==> src/rtl/scan_sel_gen.sv <==
// Scan select generator: steps a 2-to-4 decoder through the enabled channels,
// with a blanking gap (G=1) before each ON slot (G=0).
module scan_sel_gen #(
    parameter int unsigned DIV       = 4,
    parameter int unsigned BLANK_CYC = 1
) (
    input  logic       CLK,
    input  logic       RST_L,
    input  logic       EN,
    input  logic [3:0] MASK,
    output logic       A,
    output logic       B,
    output logic       G,
    output logic       FRAME,
    output logic       ACTIVE
);

    // Dwell counter covers DIV up to 255, blank counter covers BLANK_CYC up to 15.
    localparam int unsigned DWELL_W = 8;
    localparam int unsigned BLANK_W = 4;

    typedef enum logic [1:0] {
        ST_IDLE  = 2'd0,
        ST_BLANK = 2'd1,
        ST_ON    = 2'd2
    } state_t;

    state_t               state;
    logic [1:0]           sel;
    logic [DWELL_W-1:0]   dwell_cnt;
    logic [BLANK_W-1:0]   blank_cnt;
    logic [1:0]           first_sel_c;
    logic [1:0]           next_sel_c;
    logic                 run_c;

    // Lowest-index enabled channel.
    function automatic logic [1:0] first_ch(input logic [3:0] m);
        logic [1:0] res;
        logic       found;
        res   = 2'd0;
        found = 1'b0;
        for (int i = 0; i < 4; i++) begin
            if (!found && m[i]) begin
                res   = 2'(i);
                found = 1'b1;
            end
        end
        return res;
    endfunction

    // Next enabled channel after cur, wrapping round to cur itself last.
    function automatic logic [1:0] next_ch(input logic [1:0] cur, input logic [3:0] m);
        logic [1:0] res;
        logic [1:0] cand;
        logic       found;
        res   = cur;
        found = 1'b0;
        for (int k = 1; k <= 4; k++) begin
            cand = cur + 2'(k);
            if (!found && m[cand]) begin
                res   = cand;
                found = 1'b1;
            end
        end
        return res;
    endfunction

    assign first_sel_c = first_ch(MASK);
    assign next_sel_c  = next_ch(sel, MASK);
    assign run_c       = EN && (MASK != 4'd0);

    // Select bits come straight from the channel register.
    assign A = sel[0];
    assign B = sel[1];

    // Scan state machine with registered G, FRAME and ACTIVE.
    always_ff @(posedge CLK or negedge RST_L) begin
        if (!RST_L) begin
            state     <= ST_IDLE;
            sel       <= 2'd0;
            dwell_cnt <= '0;
            blank_cnt <= '0;
            G         <= 1'b1;
            FRAME     <= 1'b0;
            ACTIVE    <= 1'b0;
        end else begin
            FRAME <= 1'b0;
            case (state)
                ST_IDLE: begin
                    if (run_c) begin
                        state     <= ST_BLANK;
                        sel       <= first_sel_c;
                        blank_cnt <= '0;
                        dwell_cnt <= '0;
                        G         <= 1'b1;
                        ACTIVE    <= 1'b1;
                    end
                end
                ST_BLANK: begin
                    if (!run_c) begin
                        state     <= ST_IDLE;
                        blank_cnt <= '0;
                        dwell_cnt <= '0;
                        G         <= 1'b1;
                        ACTIVE    <= 1'b0;
                    end else if (!MASK[sel]) begin
                        // Channel withdrawn while blanking: move on and blank afresh.
                        sel       <= next_sel_c;
                        blank_cnt <= '0;
                    end else if (blank_cnt == BLANK_W'(BLANK_CYC - 1)) begin
                        state     <= ST_ON;
                        blank_cnt <= '0;
                        dwell_cnt <= '0;
                        G         <= 1'b0;
                    end else begin
                        blank_cnt <= blank_cnt + BLANK_W'(1);
                    end
                end
                ST_ON: begin
                    if (!run_c) begin
                        state     <= ST_IDLE;
                        blank_cnt <= '0;
                        dwell_cnt <= '0;
                        G         <= 1'b1;
                        ACTIVE    <= 1'b0;
                    end else if (!MASK[sel] || (dwell_cnt == DWELL_W'(DIV - 1))) begin
                        // Advance; a non-increasing index means the scan wrapped.
                        state     <= ST_BLANK;
                        sel       <= next_sel_c;
                        FRAME     <= (next_sel_c <= sel);
                        blank_cnt <= '0;
                        dwell_cnt <= '0;
                        G         <= 1'b1;
                    end else begin
                        dwell_cnt <= dwell_cnt + DWELL_W'(1);
                    end
                end
                default: begin
                    state     <= ST_IDLE;
                    blank_cnt <= '0;
                    dwell_cnt <= '0;
                    G         <= 1'b1;
                    ACTIVE    <= 1'b0;
                end
            endcase
        end
    end

endmodule

==> config.mk <==
export PLATFORM = sky130hd
export DESIGN_NAME = scan_sel_gen
export DESIGN_NICKNAME = d
export VERILOG_FILES = /design/src/rtl/scan_sel_gen.sv
export SDC_FILE = /design/constraint.sdc
export NUM_CORES = 1
export LEC_CHECK = 0
export BUFFER_PORTS_ARGS = -buffer_cell sky130_fd_sc_hd__clkbuf_2
export CORE_MARGIN = 4
export CORE_UTILIZATION = 45
export CTS_BUF_LIST = sky130_fd_sc_hd__clkbuf_8
export DETAILED_ROUTE_END_ITERATION = 10
export GPL_TIMING_DRIVEN = 0
export PLACE_DENSITY = 0.71
export SYNTH_ARGS = -nofsm -noshare
export SYNTH_HDL_FRONTEND = slang
export SYNTH_SLANG_ARGS = --single-unit
==> constraint.sdc <==
create_clock -name CLK -period 2.27 [get_ports CLK]
set_input_delay 0.454 -clock CLK [delete_from_list [all_inputs] [get_ports CLK]]
set_output_delay 0.454 -clock CLK [all_outputs]
set_load 0.02 [all_outputs]
==> summary.txt <==
Synth
  • Synth area leader: dfrtp_1
  • Ys async rst share: between 90% and 100%
  • Seq cells post-synth: 19
  • Post-Syn Nets: around 160
  • Cell with the most instances after synthesis: dfrtp_1
  • Mapped Avg Cell Area: about 9.0 um2
  • Cells after synthesis: 140
  • Commonest cells in the synthesized netlist: dfrtp_1, o21ai_0, inv_1
  • Number of flops mapped to enable cells by yosys: 0
  • Top-area cell type share of the netlist area: between 30 and 40%
  • Unique cell type count in the Yosys netlist: 34
  • Synth warn: 0
  • Synth Flop Type: dfrtp_1
  • Cell Area, Synth: 1265 um2
  • Post-synthesis sequential area ratio: 37.69%
  • Top cells by area, synth: dfrtp_1, ha_1, o21ai_0, inv_1, nand3_1

Final layout
  • Fin nets: 174
  • Cell area after layout: 1419 um2
  • Synthesis-to-layout area growth: 12.17%
  • Diode count: 0
  • Share of cells above drive strength 1: between 10% and 20%

STA
  • RSZ-0062 raised after global routing: false
  • Fin. Hold Viols: 0
  • Normalized max-slew margin: 56.19%
  • Period utilisation layout: a little over nine tenths
  • Post-Route Setup TNS: 0 ns
  • Fmax: around 0.45 GHz
  • Final setup fails: 0
  • Tightest Pin Transition: between 0.6 and 0.7 ns
  • Max-slew violations: 0
  • Minimum hold slack: around 0.14 ns
  • Clk_skew: just over 0.003 ns
  • Post-layout min period: between 2 and 2.5 ns

Global routing
  • Total GRT Usage: 17.09%
  • Antenna violations before repair: 0
  • Vias in the first global route: between 1k and 1.5k
  • Grt ovf: 0
  • First-pass GRT wire length: roughly 4700 um
  • Largest net degree at the start of global routing: 20

Power and ir drop
  • LEAKAGE: approximately 0.63 nW
  • Part of the power in registers: 33.7%
  • Clk pwr share: between 10% and 20%
  • Max VDD drop: between 0.0006 and 0.0007 V
  • Internal power: slightly above 800 uW
  • Pwr Density: roughly 950 nW/um2
  • Comb power frac: 49.2%
  • Switching Fraction: roughly two fifths
  • Switching Power: ~550 uW

Die
  • Starting density of the core: 49.27%
  • # rows: 18
  • Die area: roughly 3700 um2
  • Core area: 2567 um2
  • Ports: 12
  • Die W: between 60 and 70 um
  • Die H: between 60 and 70 um

Worst setup path
  • CP required: ~2.4 ns
  • Crit Path Max Fanout: 6
  • Critical setup path kind: flip-flop to flip-flop
  • Crit path capture type: flip-flop
  • Critical Path AT: 2.34 ns
  • Kind of start point of the critical path: flip-flop

Detailed routing
  • WL met1: 1228 um
  • DRT antenna net count: 0
  • Drt wl/cell: approximately 14 um
  • Routed wl met3: between 100 and 150 um
  • Avg Vias per Cell: approximately 6.0
  • Top sig layer: met4
  • Initial DRC Count: 39
  • Final WL: roughly 2700 um
  • DR DRC count: 0
  • DRT Pass-1 Iters: 4
  • Met2 wire len: ~1200 um
  • Via count: 1,122

Clock network
  • CTS root buffer: clkbuf_8
  • Max Root-Sink Buffers: 2
  • CTS H-Tree Depth: 1
  • Worst-path clk slew: 0.07 ns
  • CTS Sinks: 19
  • Total CTS buffers: 3
  • CTS tree: done
  • Clock latency at the later pin of the worst-skew pair: 0.26 ns

Placement
  • Cell Area, Placed: roughly 1400 um2
  • DP HPWL: a little under 2000 um
  • Final GP Congestion: 0.8650
  • PortBufs: 11

Outcome
  • Outcome: finished, final reports clean

Job
  • Max-cap violations: 0

Worst hold path
  • Hold Path Class: input pin to asynchronous set/reset pin
[metal layers]
layer | vias to the layer above | track usage, %
met1 | 545 | 20.47
met2 | 26 | 27.64
met5 | - | 0
met4 | 0 | 9.907
li1 | 543 | -
met3 | 8 | 4.403
[power groups by stage]
stage	Sequential, mW	Combinational [mW]	Clock, mW
after floorplan	0.489	0.458	0
after CTS	0.454	0.668	0.242
after detailed placement	0.461	0.641	0
after global routing	0.463	0.752	0.255
after global placement	0.457	0.628	0
final	0.455	0.665	0.232
[final timing paths]
check,startpoint,endpoint,slack [ns],cells after the start
max reg2reg,dwell_cnt[3]$_DFFE_PN0P_,sel[0]$_DFFE_PN0P_,0.07,5
min,RST_L,ACTIVE$_DFFE_PN0P_,0.14,1
min in group CLK,dwell_cnt[3]$_DFFE_PN0P_,dwell_cnt[3]$_DFFE_PN0P_,0.53,1
min reg2reg,dwell_cnt[3]$_DFFE_PN0P_,dwell_cnt[3]$_DFFE_PN0P_,0.53,1
max,dwell_cnt[3]$_DFFE_PN0P_,sel[0]$_DFFE_PN0P_,0.07,5
max in group asynchronous,RST_L,dwell_cnt[3]$_DFFE_PN0P_,1.77,1
[registers in the layout (all words and copies together) (netlist names)]
name       count
ACTIVE         1
FRAME          1
sel            2
state          2
dwell_cnt      8
G              1
blank_cnt      4
[cells in the final DEF, fill, tap and decap left out, types with 2 or more instances in the layout]
cell type / netlist / layout
nor2_1: 11 / 11
a211o_1: 2 / 2
buf_4: 0 / 2
or3_1: 2 / 2
nand4_1: 2 / 2
clkbuf_8: 0 / 3
nand2_1: 12 / 12
ha_1: 9 / 9
nor3_1: 3 / 3
dfrtp_1: 18 / 17
mux2_2: 2 / 2
a211oi_1: 2 / 2
nand3_1: 9 / 9
clkbuf_2: 0 / 11
o21ai_0: 16 / 16
a22o_1: 2 / 2
nor3b_1: 4 / 4
nand2b_1: 4 / 4
o31ai_1: 2 / 2
a21oi_1: 8 / 8
inv_1: 13 / 14
nor2b_1: 2 / 2
o22ai_1: 2 / 2
o21bai_1: 2 / 2
[worst max-delay path: stages (launching register included)]
cell and delay (ns):
dfrtp_2 0.44, or4_4 0.56, o31ai_4 0.32, nand2_1 0.09
a211o_1 0.37, mux2_4 0.31
[cells by family (layout without fill, tap and decap cells)]
| logic type | after synthesis | in the layout | share of synthesized area (%) |
|---|---|---|---|
| buffers and inverters | 13 | 30 | 3.858 |
| adders and majority gates | 9 | 9 | 8.902 |
| AOI/OAI and AO/OA | 41 | 41 | 22.35 |
| and+or+nand+nor | 53 | 53 | 21.66 |
| DFF | 19 | 19 | 37.69 |
| muxes | 5 | 5 | 5.539 |
[stage by stage]
step | cells | total power [mW] | util, % | setup slack, ns
floorplan | 140 | 0.9470 | - | 0.1585
global placement | 181 | 1.085 | 52.88 | -0.08693
detailed placement | 181 | 1.102 | 52.88 | -0.1048
CTS | 187 | 1.365 | 55.21 | 0.02866
global route | 187 | 1.469 | 55.26 | 0.001139
finish | 187 | 1.351 | 55.26 | 0.07162
[layout make-up]
class                   count  area, um2
clock buffers               3      41.29
clock inverters             1      3.754
fillers                   239       1149
inverters                  13      48.80
multi-input cells         108      739.5
flip-flops and latches     19      478.0
well taps                  30      37.54
repair buffers             13      70.07
[repair_timing]
item                       CTS  global route
pin swaps                    1             1
buffers inserted             2             0
setup endpoints to repair    2             2
hold buffers                 0             0
resized for setup            0             1
(Power assumes the default switching activity.)
